--- src/rtl/traffic_pkg.sv ---
`default_nettype none
// ============================================================================
//  Module      : traffic_pkg
//  Description : Shared types and constants for the intersection controller:
//                FSM state encoding, interval selector codes, default
//                interval lengths.
//  Revision    : 1.0 - initial release
// ============================================================================
package traffic_pkg;

    // Controller states; the numeric codes are visible on the state output
    typedef enum logic [1:0] {
        GREEN_BASE = 2'd0,
        GREEN_EXT  = 2'd1,
        YELLOW     = 2'd2,
        WALK       = 2'd3
    } state_t;

    // Interval register selector codes
    localparam logic [1:0] SEL_BASE = 2'd0;
    localparam logic [1:0] SEL_EXT  = 2'd1;
    localparam logic [1:0] SEL_YEL  = 2'd2;
    localparam logic [1:0] SEL_WALK = 2'd3;

    // Interval register reset values, in seconds
    localparam int c_def_base = 6;
    localparam int c_def_ext  = 3;
    localparam int c_def_yel  = 2;
    localparam int c_def_walk = 3;

endpackage
`default_nettype wire

--- src/rtl/phase_timer.sv ---
`default_nettype none
// ============================================================================
//  Module      : phase_timer
//  Description : Interval timer. A prescaler divides clk down to one tick per
//                second; a second counter runs from 0 and flags expiry in
//                the last cycle of a value-second interval. load restarts
//                both counters.
//  Revision    : 1.0 - initial release
// ============================================================================
module phase_timer #(
    parameter int TIME_W   = 4,
    parameter int TICK_DIV = 1
) (
    input  logic              clk,
    input  logic              reset,
    input  logic              load,
    input  logic [TIME_W-1:0] value,
    output logic              expired
);

    logic              w_tick;
    logic [TIME_W-1:0] r_sec;

    generate
        if (TICK_DIV > 1) begin : g_prescaler
            localparam int c_pw = $clog2(TICK_DIV);
            localparam logic [c_pw-1:0] c_last = c_pw'(TICK_DIV - 1);
            logic [c_pw-1:0] r_presc;

            // Cycle-within-second counter, realigned on every load
            always_ff @(posedge clk or posedge reset) begin
                if (reset) begin
                    r_presc <= '0;
                end else if (load || w_tick) begin
                    r_presc <= '0;
                end else begin
                    r_presc <= r_presc + c_pw'(1);
                end
            end

            assign w_tick = (r_presc == c_last);
        end else begin : g_no_prescaler
            assign w_tick = 1'b1;
        end
    endgenerate

    // Elapsed-seconds counter for the running interval
    always_ff @(posedge clk or posedge reset) begin
        if (reset) begin
            r_sec <= '0;
        end else if (load) begin
            r_sec <= '0;
        end else if (w_tick) begin
            r_sec <= r_sec + TIME_W'(1);
        end
    end

    // Last cycle of the last second of the interval
    assign expired = w_tick && (r_sec == value - TIME_W'(1));

endmodule
`default_nettype wire

--- src/rtl/traffic_phase_controller.sv ---
`default_nettype none
// ============================================================================
//  Module      : traffic_phase_controller
//  Description : N-approach round-robin traffic-light controller with
//                demand skipping, green extension, end-of-cycle pedestrian
//                walk interval and runtime-programmable interval lengths.
//  Revision    : 1.0 - initial release
// ============================================================================
module traffic_phase_controller
    import traffic_pkg::*;
#(
    parameter int                NUM_PHASES = 3,
    parameter int                TIME_W     = 4,
    parameter int                TICK_DIV   = 1,
    parameter logic [TIME_W-1:0] DEF_BASE   = TIME_W'(c_def_base),
    parameter logic [TIME_W-1:0] DEF_EXT    = TIME_W'(c_def_ext),
    parameter logic [TIME_W-1:0] DEF_YEL    = TIME_W'(c_def_yel),
    parameter logic [TIME_W-1:0] DEF_WALK   = TIME_W'(c_def_walk)
) (
    input  logic                  clk,
    input  logic                  reset,
    input  logic [NUM_PHASES-1:0] sensor,
    input  logic                  walk_request,
    input  logic                  reprogram,
    input  logic [1:0]            time_parameter_selector,
    input  logic [TIME_W-1:0]     time_value,
    output logic [NUM_PHASES-1:0] red,
    output logic [NUM_PHASES-1:0] yellow,
    output logic [NUM_PHASES-1:0] green,
    output logic                  walk_light,
    output logic [1:0]            phase,
    output logic [1:0]            state,
    output logic                  expired
);

    logic [NUM_PHASES-1:0] r_sensor_meta, r_sensor_sync;
    logic                  r_walk_meta, r_walk_sync;
    logic                  r_prog_meta, r_prog_sync, r_prog_dly;
    logic                  w_prog_pulse;

    logic [TIME_W-1:0]     r_int_base, r_int_ext, r_int_yel, r_int_walk;
    logic [TIME_W-1:0]     w_interval;

    state_t                r_state, w_state_nxt;
    logic [1:0]            r_phase, w_phase_nxt;
    logic                  r_walk_pend;
    logic                  w_expired;

    logic                  w_sensor_cur;
    logic                  w_side_demand;
    logic [1:0]            w_next_phase;
    logic                  w_restart;

    // Two-flop synchronisers, plus one extra stage on reprogram for edge detect
    always_ff @(posedge clk or posedge reset) begin
        if (reset) begin
            r_sensor_meta <= '0;
            r_sensor_sync <= '0;
            r_walk_meta   <= 1'b0;
            r_walk_sync   <= 1'b0;
            r_prog_meta   <= 1'b0;
            r_prog_sync   <= 1'b0;
            r_prog_dly    <= 1'b0;
        end else begin
            r_sensor_meta <= sensor;
            r_sensor_sync <= r_sensor_meta;
            r_walk_meta   <= walk_request;
            r_walk_sync   <= r_walk_meta;
            r_prog_meta   <= reprogram;
            r_prog_sync   <= r_prog_meta;
            r_prog_dly    <= r_prog_sync;
        end
    end

    assign w_prog_pulse = r_prog_sync & ~r_prog_dly;

    // Interval registers; a zero write is discarded so no interval can be empty
    always_ff @(posedge clk or posedge reset) begin
        if (reset) begin
            r_int_base <= DEF_BASE;
            r_int_ext  <= DEF_EXT;
            r_int_yel  <= DEF_YEL;
            r_int_walk <= DEF_WALK;
        end else if (w_prog_pulse && (time_value != '0)) begin
            case (time_parameter_selector)
                SEL_BASE: r_int_base <= time_value;
                SEL_EXT:  r_int_ext  <= time_value;
                SEL_YEL:  r_int_yel  <= time_value;
                default:  r_int_walk <= time_value;
            endcase
        end
    end

    // Interval length of the state currently being timed
    always_comb begin
        w_interval = r_int_base;
        case (r_state)
            GREEN_BASE: w_interval = r_int_base;
            GREEN_EXT:  w_interval = r_int_ext;
            YELLOW:     w_interval = r_int_yel;
            WALK:       w_interval = r_int_walk;
        endcase
    end

    // Every expiry enters a state (possibly the same one), so it always reloads
    phase_timer #(
        .TIME_W   (TIME_W),
        .TICK_DIV (TICK_DIV)
    ) u_timer (
        .clk     (clk),
        .reset   (reset),
        .load    (w_expired | w_prog_pulse),
        .value   (w_interval),
        .expired (w_expired)
    );

    // Demand summary: own-approach sensor, any side street, next served phase
    always_comb begin
        w_sensor_cur  = 1'b0;
        w_side_demand = 1'b0;
        w_next_phase  = 2'd0;
        for (int k = 0; k < NUM_PHASES; k++) begin
            if (r_phase == 2'(k)) begin
                w_sensor_cur = r_sensor_sync[k];
            end
            if (k >= 1) begin
                w_side_demand = w_side_demand | r_sensor_sync[k];
            end
        end
        // Descending scan so the lowest qualifying approach wins
        for (int k = NUM_PHASES - 1; k >= 1; k--) begin
            if ((2'(k) > r_phase) && r_sensor_sync[k]) begin
                w_next_phase = 2'(k);
            end
        end
    end

    // Main street keeps green when nobody else is waiting
    assign w_restart = (r_phase == 2'd0) && !w_side_demand && !r_walk_pend;

    // Next-state logic; reprogram overrides everything and restarts the cycle
    always_comb begin
        w_state_nxt = r_state;
        w_phase_nxt = r_phase;
        if (w_prog_pulse) begin
            w_state_nxt = GREEN_BASE;
            w_phase_nxt = 2'd0;
        end else if (w_expired) begin
            case (r_state)
                GREEN_BASE: begin
                    if (w_sensor_cur) begin
                        w_state_nxt = GREEN_EXT;
                    end else if (w_restart) begin
                        w_state_nxt = GREEN_BASE;
                        w_phase_nxt = 2'd0;
                    end else begin
                        w_state_nxt = YELLOW;
                    end
                end
                GREEN_EXT: begin
                    if (w_restart) begin
                        w_state_nxt = GREEN_BASE;
                        w_phase_nxt = 2'd0;
                    end else begin
                        w_state_nxt = YELLOW;
                    end
                end
                YELLOW: begin
                    if ((w_next_phase == 2'd0) && r_walk_pend) begin
                        w_state_nxt = WALK;
                    end else begin
                        w_state_nxt = GREEN_BASE;
                        w_phase_nxt = w_next_phase;
                    end
                end
                WALK: begin
                    w_state_nxt = GREEN_BASE;
                    w_phase_nxt = 2'd0;
                end
            endcase
        end
    end

    // State and phase registers
    always_ff @(posedge clk or posedge reset) begin
        if (reset) begin
            r_state <= GREEN_BASE;
            r_phase <= 2'd0;
        end else begin
            r_state <= w_state_nxt;
            r_phase <= w_phase_nxt;
        end
    end

    // Pedestrian latch; a request seen on the WALK entry cycle is not lost
    always_ff @(posedge clk or posedge reset) begin
        if (reset) begin
            r_walk_pend <= 1'b0;
        end else if (r_walk_sync) begin
            r_walk_pend <= 1'b1;
        end else if ((w_state_nxt == WALK) && (r_state != WALK)) begin
            r_walk_pend <= 1'b0;
        end
    end

    // Lamp decode from registered state and phase only
    always_comb begin
        red        = '1;
        yellow     = '0;
        green      = '0;
        walk_light = (r_state == WALK);
        for (int k = 0; k < NUM_PHASES; k++) begin
            if (r_phase == 2'(k)) begin
                case (r_state)
                    GREEN_BASE, GREEN_EXT: begin
                        green[k] = 1'b1;
                        red[k]   = 1'b0;
                    end
                    YELLOW: begin
                        yellow[k] = 1'b1;
                        red[k]    = 1'b0;
                    end
                    default: ;
                endcase
            end
        end
    end

    assign phase   = r_phase;
    assign state   = r_state;
    assign expired = w_expired;

endmodule
`default_nettype wire

--- config.mk ---
export PLATFORM = sky130hd
export DESIGN_NAME = traffic_phase_controller
export DESIGN_NICKNAME = d
export VERILOG_FILES = /design/src/rtl/traffic_pkg.sv /design/src/rtl/phase_timer.sv /design/src/rtl/traffic_phase_controller.sv
export SDC_FILE = /design/constraint.sdc
export NUM_CORES = 1
export LEC_CHECK = 0
export CORE_MARGIN = 10
export CORE_UTILIZATION = 53
export DETAILED_ROUTE_END_ITERATION = 6
export PLACE_DENSITY = 0.79
export SYNTH_ARGS = -nofsm -noshare
export SYNTH_HDL_FRONTEND = slang
export SYNTH_SLANG_ARGS = --single-unit
--- constraint.sdc ---
create_clock -name clk -period 2.8 [get_ports clk]
set_input_delay 0.56 -clock clk [delete_from_list [all_inputs] [get_ports clk]]
set_output_delay 0.56 -clock clk [all_outputs]
set_load 0.01 [all_outputs]
==> impl_metrics.ini <==
[setup_path]
slowest_delay_ns = 0.54
required_ns = 2.24
cp_max_fo = 2
end_kind = primary output
path_cells = mux4_2, inv_2, ha_4, xor2_4, xnor2_2, o211a_1, and3_4, buf_6
path_class = flip-flop to primary output
critPathLaunch = state[0]
crit_path_top_delay_cell = mux4_2
cp-start-kind = flip-flop
cp_data_arrival_time_ns = 2.34
timing.rr.start = state[0]

[sta]
drv_slew = 0
setup_tns_ns = -0.102
worst_pin_slew_ns = 0.506
fmax_ghz = 0.345
period_share_pct = 104
hold_viol_final = 0
slew-limit-headroom_pct = 66.2
setup_ws_ns = -0.102
rsz0062_at_grt = yes
setup_viol = 1
fin_worst_skew_ns = 0.0111
min_period_ns = 2.90

[worst_hold_path]
hold_path.class = flip-flop to flip-flop
hold_start = r_sensor_meta[1]

[die]
initial_core_util_pct = 56.3
die_width_um = 77.6
rows = 20
die_height_um = 77.6
coreArea_um2 = 3130
io_pins = 28
die_area_um2 = 6030

[global_route]
grt_pass1_vias = 1459
antenna_found_initial = 0
grt_start_max_net_pins = 37
grt_pass1_wl_um = 6910
grt_usage_pct = 14.2
overflow = 0

[logic_synthesis]
netlist_area_um2 = 1760
synth_fp_nets = 163
avgSynthCellArea_um2 = 11.9
synth-seq-area-share_pct = 51.7
synth_top_cell_area_share_pct = 41.2
ys_warn_count = 0
yosysTopAreaCell = dfrtp_1
synth-main-ff-cell = dfrtp_1
synth_cell_types = 36
synth_edf_count = 0
ys_ff_latch = 36
synthArstFlopShare_pct = 100
ys_top_cells_by_area = dfrtp_1 41%, mux2_2 11%, dfstp_2 10%
syn-instance-count = 148

[run_status]
violations = setup timing
outcome = finished, violations left

[power_and_ir_drop]
peakVddDrop_uv = 506
sw_frac_of_total_pct = 33.8
p_leak_nw = 0.956
pwr-share-seq_pct = 34.8
p_comb_share_pct = 51.5
clockPowerShare_pct = 13.6
finalPower_mw = 2.05
p_int_mw = 1.36
switchingPower_mw = 0.693
power.density_nw_per_um2 = 901

[cts]
cts_max_path_buffers = 2
cts_htree_levels = 2
cts_buffers = 5
cts.clk_slew.worst_paths_ns = 0.10
cts.sinks = 36
tritoncts = built
insertion_delay_ns = 0.33
cts_root_buffer = clkbuf_4

[routing]
antenna_left = 0
routedWlPerCell_um = 17.0
totalWireLength_um = 4010
vias = 1326
viasPerCell = 5.62
drc = 0
firstDrtPassIters = 4
drt_iter0_markers = 178

[cells_and_area]
post_route_cells_drive_above_1_share_pct = 30.7
final_cell_mix = 29 x dfrtp_1, 26 x clkdlybuf4s50_1, 17 x mux2_2
fill_cells = 218
antenna_cells = 0
finalInstanceArea_um2 = 2280
final_common_cell = dfrtp_1
fin_nets = 206
areaGrowthSynthToFinish_pct = 29.3

[placement]
dpl-instance-area_um2 = 2140
place_congestion = 0.884
hpwlAfterDp_um = 3000
io_buffers = 27

[job]
maxCapViolCount = 0
[path summary, 6_finish.rpt]
check                                   end  slack [ns]  cells after the start
min in group asynchronous  r_sensor_meta[1]        0.62                      3
max reg2reg                        phase[1]        0.10                     11
min reg2reg                r_sensor_sync[1]        0.36                      0
max                                 expired       -0.10                      8
min                        r_sensor_sync[1]        0.36                      0
max in group asynchronous      r_int_ext[1]        1.84                      3
[layout make-up]
cell class	count	area (um2)	share of cell area, %
clock buffer	8	58.8	2.58
inverter	7	26.3	1.15
multi-input combinational	99	827	36.3
sequential	36	910	40.0
tap	44	55.1	2.42
timing repair buffer	42	399	17.5
[logic make-up (layout without fill, tap and decap cells)]
group                      after synthesis  in the layout  synth area share [%]
xor gates and xnor gates                 8              8                  3.98
muxes                                   28             28                  20.4
DFF                                     36             36                  51.7
and+or+nand+nor                         51             51                  15.4
buffers and inverters                   13             57                  3.34
adders and majority gates                2              2                  1.42
AOI/OAI and AO/OA                       10             10                  3.77
[per-layer routing]
| metal | wire length, um | vias up | share of wire, % | global-route usage, % |
|---|---|---|---|---|
| met1 | 1680 | 656 | 42 | 15.7 |
| met4 | 89 | 0 | 2.2 | 7.85 |
| met3 | 243 | 11 | 6.1 | 4.15 |
| li1 | - | 608 | - | - |
| met5 | 0 | - | 0 | 0 |
| met2 | 1990 | 51 | 50 | 24.0 |
[critical path, delay by kind of cell, from the launching register on]
| kind | cells | cell delay, ns |
|---|---|---|
| mux | 1 | 0.54 |
| flops | 1 | 0.40 |
| xor+xnor | 2 | 0.32 |
| compound gates | 1 | 0.21 |
| buf+inv | 2 | 0.19 |
| simple gates | 1 | 0.19 |
| fa+ha+maj | 1 | 0.16 |
[power by group through the flow]
stage	combinational, mW	sequential, mW	clock (mW)
2_1_floorplan	0.501	0.701	0
3_3_place_gp	0.761	0.703	0
3_5_place_dp	0.808	0.713	0
4_1_cts	1.13	0.710	0.292
5_1_grt	1.13	0.728	0.309
6_report	1.06	0.714	0.280
[cells in the mapped netlist (all sizes together) (4+ instances only)]
master	n
xor2	4
dfstp	7
mux2i	7
xnor2	4
nand2b	4
nor3	6
dfrtp	29
nor2	11
inv	7
nand2	11
mux2	17
mux4	4
[state kept, by name, summed over array words and instances (netlist names)]
register	cells
state	2
phase	2
r_walk_sync	1
u_timer.r_sec	4
r_int_base	4
r_int_walk	4
r_int_ext	4
r_prog_meta	1
r_int_yel	4
r_walk_meta	1
r_prog_sync	1
r_prog_dly	1
r_sensor_sync	3
r_sensor_meta	3
r_walk_pend	1
[through the flow]
step	instances	util [%]	hold WS, ns	setup slack, ns
floorplan	148	-	0.331	0.150
CTS	239	73.2	0.360	-0.0851
global route	236	72.8	0.366	-0.221
finish	236	72.8	0.357	-0.102
detailed placement	224	68.3	0.337	-0.238
global placement	224	68.3	0.333	-0.0881
[what timing repair did]
item                                    4_1_cts  5_1_grt
pin swaps                                     4        4
setup buffers                                 7        1
gates resized for setup                      20        2
hold endpoints to repair                      0        0
hold buffers                                  0        0
endpoints found under the setup margin        1        3
(Power assumes the default switching activity.)
==> edit 1: new RTL, config.mk and constraints unchanged <==
Make the reset (`reset`) synchronous in 6 clocked blocks.
--- a/src/rtl/phase_timer.sv
+++ b/src/rtl/phase_timer.sv
@@ -29,5 +29,5 @@
 
             // Cycle-within-second counter, realigned on every load
-            always_ff @(posedge clk or posedge reset) begin
+            always_ff @(posedge clk) begin
                 if (reset) begin
                     r_presc <= '0;
@@ -46,5 +46,5 @@
 
     // Elapsed-seconds counter for the running interval
-    always_ff @(posedge clk or posedge reset) begin
+    always_ff @(posedge clk) begin
         if (reset) begin
             r_sec <= '0;
--- a/src/rtl/traffic_phase_controller.sv
+++ b/src/rtl/traffic_phase_controller.sv
@@ -53,5 +53,5 @@
 
     // Two-flop synchronisers, plus one extra stage on reprogram for edge detect
-    always_ff @(posedge clk or posedge reset) begin
+    always_ff @(posedge clk) begin
         if (reset) begin
             r_sensor_meta <= '0;
@@ -76,5 +76,5 @@
 
     // Interval registers; a zero write is discarded so no interval can be empty
-    always_ff @(posedge clk or posedge reset) begin
+    always_ff @(posedge clk) begin
         if (reset) begin
             r_int_base <= DEF_BASE;
@@ -183,5 +183,5 @@
 
     // State and phase registers
-    always_ff @(posedge clk or posedge reset) begin
+    always_ff @(posedge clk) begin
         if (reset) begin
             r_state <= GREEN_BASE;
@@ -194,5 +194,5 @@
 
     // Pedestrian latch; a request seen on the WALK entry cycle is not lost
-    always_ff @(posedge clk or posedge reset) begin
+    always_ff @(posedge clk) begin
         if (reset) begin
             r_walk_pend <= 1'b0;
Check against the original RTL: differs if reset is asserted again (counterexample within 4 cycles, from zero or initial values and one cycle with reset high); with reset held inactive, the same outputs for 10 cycles.
==> edit 1 against the unedited design <==
Core utilization increased by 0.71 points. Setup slack improved by 0.11 ns. Sequential cell count unchanged. Synthesized cell count increased by 16%. Final area fell by 2.3%. Global-route usage fell by 1.1 points. Non-clock buffer count is 1 higher. First-iteration DRC count shrank 44%. Maximum frequency grew 4.0%. Via count is 6.0% higher. Routed wire length down 0.17%. Synthesized area is 5.7% lower. Critical path type unchanged.
Power is not compared: it rests on default switching activity, and its combinational part moved more than twofold at a synthesized area within 25%.
==> edit 1: results (changes against the unedited design) <==
metric,value,unit,change
Clock Latency Late Sink,0.35,ns,+0.02 ns
DRT iter0 DRCs,100,,-44%
Slew @ Worst Pin,1.295,ns,+0.7898 ns
Fillers,239,,+9.6%
crit-path max FO,4,,+2
dominant cells by area after synthesis,"dfxtp_1 (43%), nor2b_1 (6.8%), mux2i_1 (5.4%)",,
First-pass DRT Iterations,5,,+1
DP Area,2046,sq um,-4.2%
Pins Over Slew Limit,0,,unchanged
synth cell count leaders,"dfxtp_1 (36), nor2_1 (21), nor2b_1 (18)",,
Synthesized Nets,186,,+14%
async set or reset register ratio after synthesis,0,%,-100 points
VDD IR-drop max,0.4383,mV,
clk slew on worst S/H paths,0.12,ns,+0.02 ns
gp weighted congestion,0.8535,,-3.4%
clk_skew,0.01072,ns,-0.0004116 ns
vias in the first global route,1392,,-4.6%
pin count of the biggest net entering global routing,29,,-22%
Via density,5.450,,-3.0%
H-tree Lvls,2,,unchanged
CTS Root Cell,clkbuf_4,,
first-pass GRT wire length,6327,microns,-8.5%
placed insts,247,,+10%
DP Worst Slack,-0.08407,ns,+0.1542 ns
fin nets,228,,+11%
average wire per standard cell,15.52,microns,-8.7%
I/O Buffers,27,,unchanged
hpwl dp,2984,microns,-0.53%
"Arr. time, crit path",2.23,ns,-0.11 ns
antenna violations before repair,0,,unchanged
clk buf depth,2,,unchanged
distinct cell type count after synthesis,34,,-5.6%
ant diodes,0,,unchanged
final wirelength,4003,microns,-0.17%
Num CTS Buffers,5,,unchanged
setup tns final,0,ns,+0.1019 ns
LEAKAGE,0.8410,nW,
ys flop type,dfxtp_1,,
ratio of cells with drive above 1 in the final layout,19.63,%,-11 points
total track usage,13.14,%,-1.1 points
synth warn,0,,unchanged
status,completed,,
HP Class,reg -> reg,,
post-synthesis sequential area ratio,43.41,%,-8.3 points
syn avg cell area,9.710,sq um,-18%
## edit 1: worst max-delay path, cell delays in order (launching register included)
cell and delay (ns):
dfxtp_4 0.39, mux4_2 0.52, inv_2 0.09, ha_4 0.14, xor2_2 0.16, xnor2_1 0.16
nand3_1 0.15, nor2_2 0.13, buf_2 0.14
## edit 1: layout make-up
class / count / area [sq um] / share of cell area (%)
sequential: 36 / 724.4 / 32.56
clock buffer: 5 / 37.54 / 1.687
clock inverter: 3 / 90.09 / 4.050
multi-input combinational: 120 / 905.9 / 40.72
inverter: 7 / 26.28 / 1.181
tap: 44 / 55.05 / 2.475
timing repair buffer: 43 / 385.4 / 17.32
## edit 1: what timing repair did
action                     CTS  global route
pin swaps                    2             5
resized for setup            7             7
setup endpoints to repair    1             1
setup buffers                1             2
## edit 1: path summary, 6_finish.rpt
check                                      start          endpoint  slack [ns]  cells past startpoint
worst max-delay path                    state[0]           expired       0.009                      8
worst min-delay path            r_sensor_meta[2]  r_sensor_sync[2]        0.45                      1
worst max register to register          state[0]          phase[0]        0.07                     11
worst min register to register  r_sensor_meta[2]  r_sensor_sync[2]        0.45                      1
## edit 1: kinds of logic after synthesis
family	Yosys count	share of synthesized area [%]
DFF	36	43.41
adders and majority gates	2	1.507
and+or+nand+nor	75	24.64
xor gates and xnor gates	9	6.331
buffers and inverters	15	3.844
muxes	14	11.53
AOI/OAI and AO/OA	20	8.742
## edit 1: per-layer routing
metal  vias to the layer above  part of all wire (%)  GRT usage (%)
met1                       664                    41          12.51
li1                        685                     -              -
met5                         -                     0              0
met2                        49                    51          24.32
met3                         8                   6.3          5.425
met4                         0                   1.6          5.114
## edit 1: power by group
group / internal (W) / switching [W]
clock: 0.000368 / 0.000186
combinational: 0.0000885 / 0.0000789
sequential: 0.000531 / 0.0000166
total: 0.000987 / 0.000282
==> edit 2: new RTL, same flow settings <==
Without the edit above. Change the parameter `NUM_PHASES` from 3 to 6.
--- a/src/rtl/traffic_phase_controller.sv
+++ b/src/rtl/traffic_phase_controller.sv
@@ -10,5 +10,5 @@
     import traffic_pkg::*;
 #(
-    parameter int                NUM_PHASES = 3,
+    parameter int                NUM_PHASES = 6,
     parameter int                TIME_W     = 4,
     parameter int                TICK_DIV   = 1,
Interface: changed (resized green, red, sensor and yellow); port bits go from 28 to 40. No check against the original RTL was run, so the function may have changed too.
==> edit 2 against the unedited design <==
The flow still finishes with violations (setup timing). Synthesized area rose by 5.4%. Power is 10% lower. Final cell count grew 2.5%. Routed wire length shrank 1.1%. Setup slack better by 0.028 ns. Count of clock-buffer cells in the layout decreased by 3. Final area rose by 3.8%. Sequential cell count rose by 4. Largest power group is now sequential cells. Highest routed layer unchanged.
==> edit 2: results (changes against the unedited design) <==
metric,value,unit,change
Post-Synth XOR/XNOR Area,1.888,%,-2.1 points
average wire per standard cell,16.38,microns,-3.6%
nonclk buf count,46,,+9.5%
DP Area,2282,sq um,+6.9%
vias in the first global route,1400,,-4.0%
violated checks,setup timing,,
clk_buf instances,5,,-3
Post-Synthesis Cells,153,,+3.4%
post-synthesis sequential area ratio,54.42,%,+2.7 points
first-pass GRT wire length,6817,microns,-1.4%
total track usage,13.30,%,-0.90 points
adder and majority cell fraction of the synthesized area,0.6743,%,-0.75 points
status,"complete, but fails checks",,
LEAKAGE,0.9640,nW,+0.79%
VDD IR-drop max,0.4439,mV,-12%
clock sinks,40,,+11%
complex-gate fraction of the synthesized area,6.406,%,+2.6 points
gp weighted congestion,0.8531,,-3.5%
Worst Reg2Reg Path Length in Cells,7,,-4
proportion of synthesized area in mux cells,16.52,%,-3.9 points
crit-path max FO,4,,+2
Final WS setup,-0.07411,ns,+0.02775 ns
distinct cell type count after synthesis,41,,+14%
clk_skew,0.006965,ns,-0.004171 ns
Slew @ Worst Pin,0.6945,ns,+0.1889 ns
hpwl dp,3055,microns,+1.9%
placed insts,234,,+4.5%
Final Setup Violations,1,,unchanged
"reg-to-reg slack, setup",0.36,ns,+0.26 ns
dominant cells by area after synthesis,"dfrtp_1 (45%), dfstp_2 (9.9%), mux2_2 (9.7%)",,
"Arr. time, crit path",2.31,ns,-0.03 ns
I/O Buffers,38,,+41%
clk slew on worst S/H paths,0.12,ns,+0.02 ns
Multi-input comb cells,95,,-4.0%
synth cell count leaders,"dfrtp_1 (33), mux2_2 (16), nor2_1 (16)",,
==> edit 2: cell types whose count changed after synthesis, sizes merged, moves of 2 or more <==
cell,delta
o211ai,-2
nor4,-2
nor2,+5
xnor2,-2
nand2,-2
buf,+5
dfrtp,+4
mux2i,-6
nor3b,-2
nand2b,+2
xor2,-2
nor2b,+2
==> edit 2: worst min-delay path by stage <==
stage | endpoint | slack [ns] | start
2_1_floorplan | r_prog_sync | 0.33 | r_prog_meta
3_3_place_gp | r_walk_sync | 0.33 | r_walk_meta
3_5_place_dp | r_sensor_sync[4] | 0.33 | r_sensor_meta[4]
4_1_cts | r_sensor_sync[4] | 0.36 | r_sensor_meta[4]
5_1_grt | r_sensor_sync[1] | 0.37 | r_sensor_meta[1]
6_report | r_sensor_sync[5] | 0.35 | r_sensor_meta[5]
==> edit 2: cells by family after synthesis <==
kind of cell,Yosys count
simple gates,54
buf+inv,18
xor+xnor,4
compound gates,14
fa+ha+maj,1
flops,40
mux,22
==> edit 2: power groups by stage <==
stage | sequential [W] | clock, W | combinational (W)
after global routing | 0.000805 | 0.000409 | 0.000748
final | 0.000784 | 0.000367 | 0.000692
after floorplan | 0.000762 | 0 | 0.000452
after global placement | 0.000784 | 0 | 0.000655
after CTS | 0.000781 | 0.000381 | 0.000695
after detailed placement | 0.000792 | 0 | 0.000689
==> edit 2: per-layer routing <==
metal  track usage, %  up-vias  routed length (microns)
li1                 -      618                        -
met1            15.63      671                     1562
met2            23.49       44                     2149
met3            3.491        2                      238
met4            3.226        0                       13
met5                0        -                        0
==> edit 2: worst max-delay path: stages (launching register included) <==
cell and delay [ns]:
dfrtp_2 0.44, mux4_2 0.52, xor2_1 0.18, or4_4 0.53, a31oi_4 0.18, buf_6 0.13
